$ cat src/rtl/cic_decimator_if.sv
// Sample stream interface of the CIC decimator: input samples with rate request,
// decimated output samples with a single-cycle valid.
interface cic_decimator_if #(
  parameter int WIDTH         = 8,
  parameter int MAX_RATE_LOG2 = 4
);
  logic [WIDTH-1:0]                     in;
  logic                                 in_valid;
  logic [$clog2(MAX_RATE_LOG2+1)-1:0]   rate_log2;
  logic [WIDTH-1:0]                     out;
  logic                                 out_valid;

  modport master (output in, in_valid, rate_log2, input out, out_valid);
  modport slave  (input in, in_valid, rate_log2, output out, out_valid);
endinterface

$ cat src/rtl/cic_decimator.sv
// CIC decimator with runtime rate 2^rate_log2 and gain-normalised output.
// Optional macro CIC_DECIMATOR_ROUND_EN: round-half-up and saturate on normalisation.
module cic_decimator #(
  parameter int WIDTH         = 8,
  parameter int STAGES        = 3,
  parameter int MAX_RATE_LOG2 = 4
) (
  input  logic            clk,
  input  logic            rstn,
  cic_decimator_if.slave  bus
);
  localparam int RW  = WIDTH + STAGES * MAX_RATE_LOG2;
  localparam int RLW = $clog2(MAX_RATE_LOG2 + 1);
  localparam int PW  = MAX_RATE_LOG2;
  localparam int SW  = $clog2(RW + 1);

  logic [RW-1:0]    integ    [STAGES];
  logic [RW-1:0]    comb_dly [STAGES];
  logic [RW-1:0]    comb_in  [STAGES];
  logic [RW-1:0]    comb_out;
  logic [PW-1:0]    phase;
  logic [PW-1:0]    phase_last;
  logic [RLW-1:0]   rate;
  logic [RLW-1:0]   rate_req;
  logic [RLW-1:0]   rate_cur;
  logic [SW-1:0]    shift_amt;
  logic [WIDTH-1:0] norm;
  logic             frame_stb;
  logic             done;

  always_comb begin
    if (bus.rate_log2 == '0)
      rate_req = RLW'(1);
    else if (bus.rate_log2 > RLW'(MAX_RATE_LOG2))
      rate_req = RLW'(MAX_RATE_LOG2);
    else
      rate_req = bus.rate_log2;
  end

  // The rate is captured on a frame's first sample, so phase 0 uses the live request.
  assign rate_cur   = (phase == '0) ? rate_req : rate;
  assign phase_last = ~({PW{1'b1}} << rate_cur);
  assign done       = bus.in_valid && (phase == phase_last);

  always_ff @(posedge clk or negedge rstn) begin
    if (!rstn) begin
      for (int k = 0; k < STAGES; k++) integ[k] <= '0;
    end else if (bus.in_valid) begin
      integ[0] <= integ[0] + RW'(bus.in);
      for (int k = 1; k < STAGES; k++) integ[k] <= integ[k] + integ[k-1];
    end
  end

  always_ff @(posedge clk or negedge rstn) begin
    if (!rstn) begin
      phase     <= '0;
      rate      <= RLW'(1);
      frame_stb <= 1'b0;
    end else begin
      frame_stb <= done;
      if (bus.in_valid) begin
        if (phase == '0) rate <= rate_req;
        phase <= done ? '0 : phase + PW'(1);
      end
    end
  end

  always_comb begin
    logic [RW-1:0] acc;
    acc = integ[STAGES-1];
    for (int k = 0; k < STAGES; k++) begin
      comb_in[k] = acc;
      acc        = acc - comb_dly[k];
    end
    comb_out = acc;
  end

  always_ff @(posedge clk or negedge rstn) begin
    if (!rstn) begin
      for (int k = 0; k < STAGES; k++) comb_dly[k] <= '0;
    end else if (frame_stb) begin
      for (int k = 0; k < STAGES; k++) comb_dly[k] <= comb_in[k];
    end
  end

  // Still the frame's own rate: a new frame only relatches at the end of this cycle.
  assign shift_amt = SW'(STAGES * int'(rate));

`ifdef CIC_DECIMATOR_ROUND_EN
  localparam logic [RW:0] ROUND_ONE = (RW+1)'(1);
  logic [RW:0] rounded;
  logic [RW:0] shifted;

  always_comb begin
    rounded = {1'b0, comb_out} + (ROUND_ONE << (shift_amt - SW'(1)));
    shifted = rounded >> shift_amt;
    if (|shifted[RW:WIDTH])
      norm = '1;
    else
      norm = shifted[WIDTH-1:0];
  end
`else
  assign norm = WIDTH'(comb_out >> shift_amt);
`endif

  always_ff @(posedge clk or negedge rstn) begin
    if (!rstn) begin
      bus.out       <= '0;
      bus.out_valid <= 1'b0;
    end else begin
      bus.out_valid <= frame_stb;
      if (frame_stb) bus.out <= norm;
    end
  end
endmodule

$ cat src/flat_wrapper.sv
// flat-port wrapper written by rule: the top's interface ports become plain ports
module cic_decimator_flat 
#(
  parameter int WIDTH         = 8,
  parameter int STAGES        = 3,
  parameter int MAX_RATE_LOG2 = 4
)
  (clk, rstn, bus_in, bus_in_valid, bus_rate_log2, bus_out, bus_out_valid);
  cic_decimator_if #(.WIDTH(WIDTH), .MAX_RATE_LOG2(MAX_RATE_LOG2)) bus_i ();
  input  logic clk;
  input  logic rstn;
  input wire logic [$bits(bus_i.in)-1:0] bus_in;
  input wire logic [$bits(bus_i.in_valid)-1:0] bus_in_valid;
  input wire logic [$bits(bus_i.rate_log2)-1:0] bus_rate_log2;
  output wire logic [$bits(bus_i.out)-1:0] bus_out;
  output wire logic [$bits(bus_i.out_valid)-1:0] bus_out_valid;
  assign bus_i.in = bus_in;
  assign bus_i.in_valid = bus_in_valid;
  assign bus_i.rate_log2 = bus_rate_log2;
  assign bus_out = bus_i.out;
  assign bus_out_valid = bus_i.out_valid;
  cic_decimator #(.WIDTH(WIDTH), .STAGES(STAGES), .MAX_RATE_LOG2(MAX_RATE_LOG2)) u_core (.clk(clk), .rstn(rstn), .bus(bus_i));
endmodule
$ cat config.mk
export PLATFORM = sky130hd
export DESIGN_NAME = cic_decimator_flat
export DESIGN_NICKNAME = d
export VERILOG_FILES = /design/src/rtl/cic_decimator_if.sv /design/src/rtl/cic_decimator.sv /design/src/flat_wrapper.sv
export SDC_FILE = /design/constraint.sdc
export NUM_CORES = 1
export LEC_CHECK = 0
export BUFFER_PORTS_ARGS = -buffer_cell sky130_fd_sc_hd__buf_2
export CORE_UTILIZATION = 51
export DETAILED_ROUTE_END_ITERATION = 16
export PLACE_DENSITY_LB_ADDON = 0.15
export SETUP_SLACK_MARGIN = 0.15
export SLEW_MARGIN = 5
export SYNTH_ARGS = -nofsm -noshare
export SYNTH_HDL_FRONTEND = slang
export SYNTH_SLANG_ARGS = --single-unit
$ cat constraint.sdc
create_clock -name clk -period 7.2 [get_ports clk]
set_clock_uncertainty 0.15 [all_clocks]
set_input_delay 0.36 -clock clk [delete_from_list [all_inputs] [get_ports clk]]
set_output_delay 0.36 -clock clk [all_outputs]
set_load 0.005 [all_outputs]
==> flow_summary.html <==
<table>
<tr><th>Metric</th><th>Value</th></tr>
<tr><th colspan="2">Worst hold path</th></tr>
<tr><td>HP Class</td><td>input port to flip-flop</td></tr>
<tr><td>Sink of the worst hold path</td><td>u_core.rate[1]$_DFFE_PN0P_</td></tr>
<tr><td>Hold path startpoint</td><td>bus_rate_log2[1]</td></tr>
<tr><td>Cells on Worst Hold Path</td><td>3</td></tr>
<tr><th colspan="2">Worst setup path</th></tr>
<tr><td>Worst R2R Setup Slack</td><td>610 ps</td></tr>
<tr><td>Family of cells with the greatest summed delay on the critical path</td><td>compound AO/OA/AOI/OAI gates</td></tr>
<tr><td>Arrival time at the worst endpoint</td><td>6740 ps</td></tr>
<tr><td>Slowest cell delay on critical path</td><td>610 ps</td></tr>
<tr><td>Highest-delay cell along the critical path</td><td>or4b_2</td></tr>
<tr><td>CP dominant cell by count</td><td>o21a_1</td></tr>
<tr><td>CP Data Required Time</td><td>7360 ps</td></tr>
<tr><td>Maximum fanout encountered on the critical timing path</td><td>7</td></tr>
<tr><td>Type of the setup path with the least slack</td><td>flip-flop to flip-flop</td></tr>
<tr><td>Beginning of the worst register-to-register path</td><td>u_core.comb_in[40]$_DFFE_PN0P_</td></tr>
<tr><td>Reg-to-Reg End</td><td>u_core.bus.out[0]$_DFFE_PN0P_</td></tr>
<tr><td>Endpoint kind of the worst setup timing path</td><td>flip-flop</td></tr>
<tr><td>Number of cells on the worst reg-to-reg path</td><td>29</td></tr>
<tr><td>Worst Path Buf+Inv</td><td>1</td></tr>
<tr><td>Nature of the critical path startpoint</td><td>flip-flop</td></tr>
<tr><th colspan="2">STA</th></tr>
<tr><td>Unrepaired setup endpoints after global routing</td><td>false</td></tr>
<tr><td>Clock period minus worst slack</td><td>6587 ps</td></tr>
<tr><td>Final Max Tran Viols</td><td>0</td></tr>
<tr><td>Post-route fraction of the period consumed by the critical path</td><td>91.48%</td></tr>
<tr><td>Measured slew at the worst slew-check pin</td><td>778.2 ps</td></tr>
<tr><td>Hold violation total from the final report</td><td>0</td></tr>
<tr><td>Count of final setup violators</td><td>0</td></tr>
<tr><td>Max transition margin</td><td>48.12%</td></tr>
<tr><td>Highest attainable clock frequency</td><td>151.8 MHz</td></tr>
<tr><td>Total Negative Setup Slacks</td><td>0 ps</td></tr>
<tr><th colspan="2">Global route</th></tr>
<tr><td>Antenna violations before repair</td><td>0</td></tr>
<tr><td>Overall routing resource usage</td><td>21.28%</td></tr>
<tr><td>Number of global-route vias before repair</td><td>8,510</td></tr>
<tr><td>Global-route wire length before repair</td><td>38,540 um</td></tr>
<tr><td>Total gr overflow</td><td>0</td></tr>
<tr><td>Largest net degree at the start of global routing</td><td>78</td></tr>
<tr><th colspan="2">Drt</th></tr>
<tr><td>Total via count after detailed routing</td><td>8,838</td></tr>
<tr><td>Pre-antenna DRT Iters</td><td>4</td></tr>
<tr><td>Number of remaining DRC errors</td><td>0</td></tr>
<tr><td>Wire length reported by the detailed router</td><td>22,110 um</td></tr>
<tr><td>Initial DRC count</td><td>407</td></tr>
<tr><td>Final antenna-violating net count</td><td>0</td></tr>
<tr><td>Vias per std cell</td><td>5.619</td></tr>
<tr><td>Per-cell routed wire length</td><td>14.05 um</td></tr>
<tr><th colspan="2">Synth</th></tr>
<tr><td>Post-synthesis net count</td><td>1,399</td></tr>
<tr><td>Largest family of logic cells by synthesized area</td><td>compound AO/OA/AOI/OAI gates</td></tr>
<tr><td>Synth Area in XOR/XNOR</td><td>7.405%</td></tr>
<tr><td>Gate count after technology mapping</td><td>1,270</td></tr>
<tr><td>Number of library cell types mapped by synthesis</td><td>78</td></tr>
<tr><td>Seq cells post-synth</td><td>137</td></tr>
<tr><td>EDFF count, synth</td><td>0</td></tr>
<tr><td>Adder-cell area share of the yosys netlist</td><td>13.56%</td></tr>
<tr><td>Area leader, netlist</td><td>dfrtp_1</td></tr>
<tr><td>Count of yosys warnings during synthesis</td><td>0</td></tr>
<tr><td>Simple logic cell fraction of the synthesized area</td><td>14.97%</td></tr>
<tr><td>Leading post-synthesis cells by cell area</td><td>dfrtp_1 (31%), ha_1 (12%), xnor2_1 (5.1%), o21ai_0 (4.6%), nand2_1 (4.3%)</td></tr>
<tr><td>Predominant post-synthesis flop cell</td><td>dfrtp_1</td></tr>
<tr><td>Share of the synthesized area in compound gates (AO/OA/AOI/OAI)</td><td>21.18%</td></tr>
<tr><td>Mean instance size in the synthesized netlist</td><td>8.661 um2</td></tr>
<tr><td>Syn Std Cell Area</td><td>11,000 um2</td></tr>
<tr><td>Sequential share of the synthesized area</td><td>31.18%</td></tr>
<tr><td>Mux share of post-synthesis cell area</td><td>6.074%</td></tr>
<tr><td>Area share of the leading cell type in the synthesized netlist</td><td>30.94%</td></tr>
<tr><td>Share of synthesized registers carrying an async set or reset</td><td>100.0%</td></tr>
<tr><th colspan="2">Clocking</th></tr>
<tr><td>Level count of the clock H-tree</td><td>4</td></tr>
<tr><td>Buffer cell driving the clock tree root</td><td>clkbuf_16</td></tr>
<tr><td>TritonCTS Buffers</td><td>17</td></tr>
<tr><td>Clk Latency, worst-skew pair</td><td>420 ps</td></tr>
<tr><td>CTS tree</td><td>built</td></tr>
<tr><td>Worst-path clk slew</td><td>60 ps</td></tr>
<tr><td>Largest buffer count on any clock path</td><td>2</td></tr>
<tr><td># clock sinks</td><td>137</td></tr>
<tr><th colspan="2">Placement</th></tr>
<tr><td>DP HPWL</td><td>16,220 um</td></tr>
<tr><td>Number of port buffers</td><td>22</td></tr>
<tr><td>Weighted congestion reported at the end of routability-driven placement</td><td>0.9047</td></tr>
<tr><th colspan="2">Die</th></tr>
<tr><td>Die Y-Extent</td><td>148.9 um</td></tr>
<tr><td>Core Region</td><td>21,090 um2</td></tr>
<tr><td>Area of the die</td><td>22,160 um2</td></tr>
<tr><td>Die Width</td><td>148.9 um</td></tr>
<tr><td>Row Count</td><td>53</td></tr>
<tr><td>IO Pins</td><td>23</td></tr>
<tr><td>Initial core utilization</td><td>52.16%</td></tr>
<tr><th colspan="2">Run status</th></tr>
<tr><td>Result of the run</td><td>finished, final reports clean</td></tr>
<tr><th colspan="2">Final layout</th></tr>
<tr><td>Synth-to-layout area growth</td><td>8.884%</td></tr>
<tr><td>Antenna cell count</td><td>0</td></tr>
<tr><td>Fraction of final layout cells with drive strength greater than 1</td><td>9.861%</td></tr>
<tr><td>Layout Nets</td><td>1,414</td></tr>
<tr><th colspan="2">Flow run</th></tr>
<tr><td>MaxCap Viol Count</td><td>0</td></tr>
</table>
[placed cells by master, fill, tap and decap left out, types with 17 or more instances in the layout]
master and n:
a211oi_1 17, a21o_1 24, a21oi_1 80, buf_2 21
clkbuf_16 17, dfrtp_1 135, ha_1 108, inv_1 107
mux2_2 38, nand2_1 126, nand3_1 22, nor2_1 97
nor3_1 28, o21a_1 21, o21ai_0 99, o31ai_1 18
xnor2_1 63, xor2_1 29
[tightest hold or removal path: cells and delay by family]
| kind | cells | cell delay, ps |
|---|---|---|
| AOI/OAI and AO/OA | 1 | 60 |
| buffers and inverters | 1 | 110 |
| and+or+nand+nor | 1 | 60 |
[layer usage]
metal | vias to the layer above | part of all wire [%] | GRT usage, %
met3 | 31 | 2.4 | 3.028
met4 | 0 | 2.1 | 7.347
met5 | - | 0 | 0
li1 | 4561 | - | -
met2 | 121 | 49 | 38.60
met1 | 4125 | 46 | 25.62
[final cells by class]
cell class	count	area, um2
sequential	137	3431
clock buffer	24	471.7
multi-input combinational	983	6970
timing repair buffer	36	224.0
fill	1940	9111
tap	275	344.1
clock inverter	8	122.6
inverter	110	412.9
[synth_stat cells, types with 10 or more instances]
cell	n
o31ai_1	18
nand3_1	22
clkbuf_1	28
nor2_1	97
mux2i_1	15
a31oi_1	15
nand2_1	126
nor2b_1	15
o21a_1	21
nor3_1	28
o21ai_0	102
a211oi_1	17
xor2_1	29
o211ai_1	13
dfrtp_1	136
nand4_1	10
xnor2_1	64
ha_1	108
a21oi_1	80
o21bai_1	11
or3_1	12
mux2_2	38
a21o_1	24
inv_1	107
[stage by stage]
stage               area [um2]  utilization (%)  hold slack, ps  std cells  setup WS (ps)
global route             11980            56.79           75.56       1573          116.1
detailed placement       11320            53.69           305.6       1536          153.4
floorplan                11000                -          -85.59       1270          809.2
finish                   11980            56.79           67.59       1573          613.3
global placement         11320            53.69           303.0       1536          264.2
CTS                      11930            56.59           56.42       1569          167.5
[repair_timing]
action                                 CTS  global route
endpoints found under the hold margin   75             0
buffers inserted                         0             4
setup endpoints to repair                3             8
hold buffers                             1             0
pin swaps                                0             5
gates resized for setup                  1             9
[kinds of logic after synthesis]
| group | count (synthesis) |
|---|---|
| compound gates | 362 |
| xor+xnor | 93 |
| fa+ha+maj | 115 |
| buf+inv | 150 |
| flops | 137 |
| mux | 57 |
| simple gates | 356 |
[flip-flops by register name (all words and copies together), names as in the netlist]
register and count:
u_core.phase 4, u_core.bus.out_valid 1, u_core.bus.out 8, u_core.rate 3, u_core.integ 40, u_core.comb_dly 60, u_core.comb_in 20, u_core.frame_stb 1
[how the worst max path moves through the flow]
stage | depth (start not counted) | from | end | slack [ps]
floorplan | 29 | u_core.comb_in[40]$_DFFE_PN0P_ | u_core.bus.out[0]$_DFFE_PN0P_ | 810
global placement | 29 | u_core.comb_in[40]$_DFFE_PN0P_ | u_core.bus.out[4]$_DFFE_PN0P_ | 260
detailed placement | 29 | u_core.comb_in[40]$_DFFE_PN0P_ | u_core.bus.out[4]$_DFFE_PN0P_ | 150
CTS | 29 | u_core.comb_in[40]$_DFFE_PN0P_ | u_core.bus.out[0]$_DFFE_PN0P_ | 170
global route | 29 | u_core.comb_in[40]$_DFFE_PN0P_ | u_core.bus.out[0]$_DFFE_PN0P_ | 120
finish | 29 | u_core.comb_in[40]$_DFFE_PN0P_ | u_core.bus.out[0]$_DFFE_PN0P_ | 610
Power is left out: the tool's default activity adds up to more than one toggle a clock period on the data nets, which glitch-free logic cannot reach.
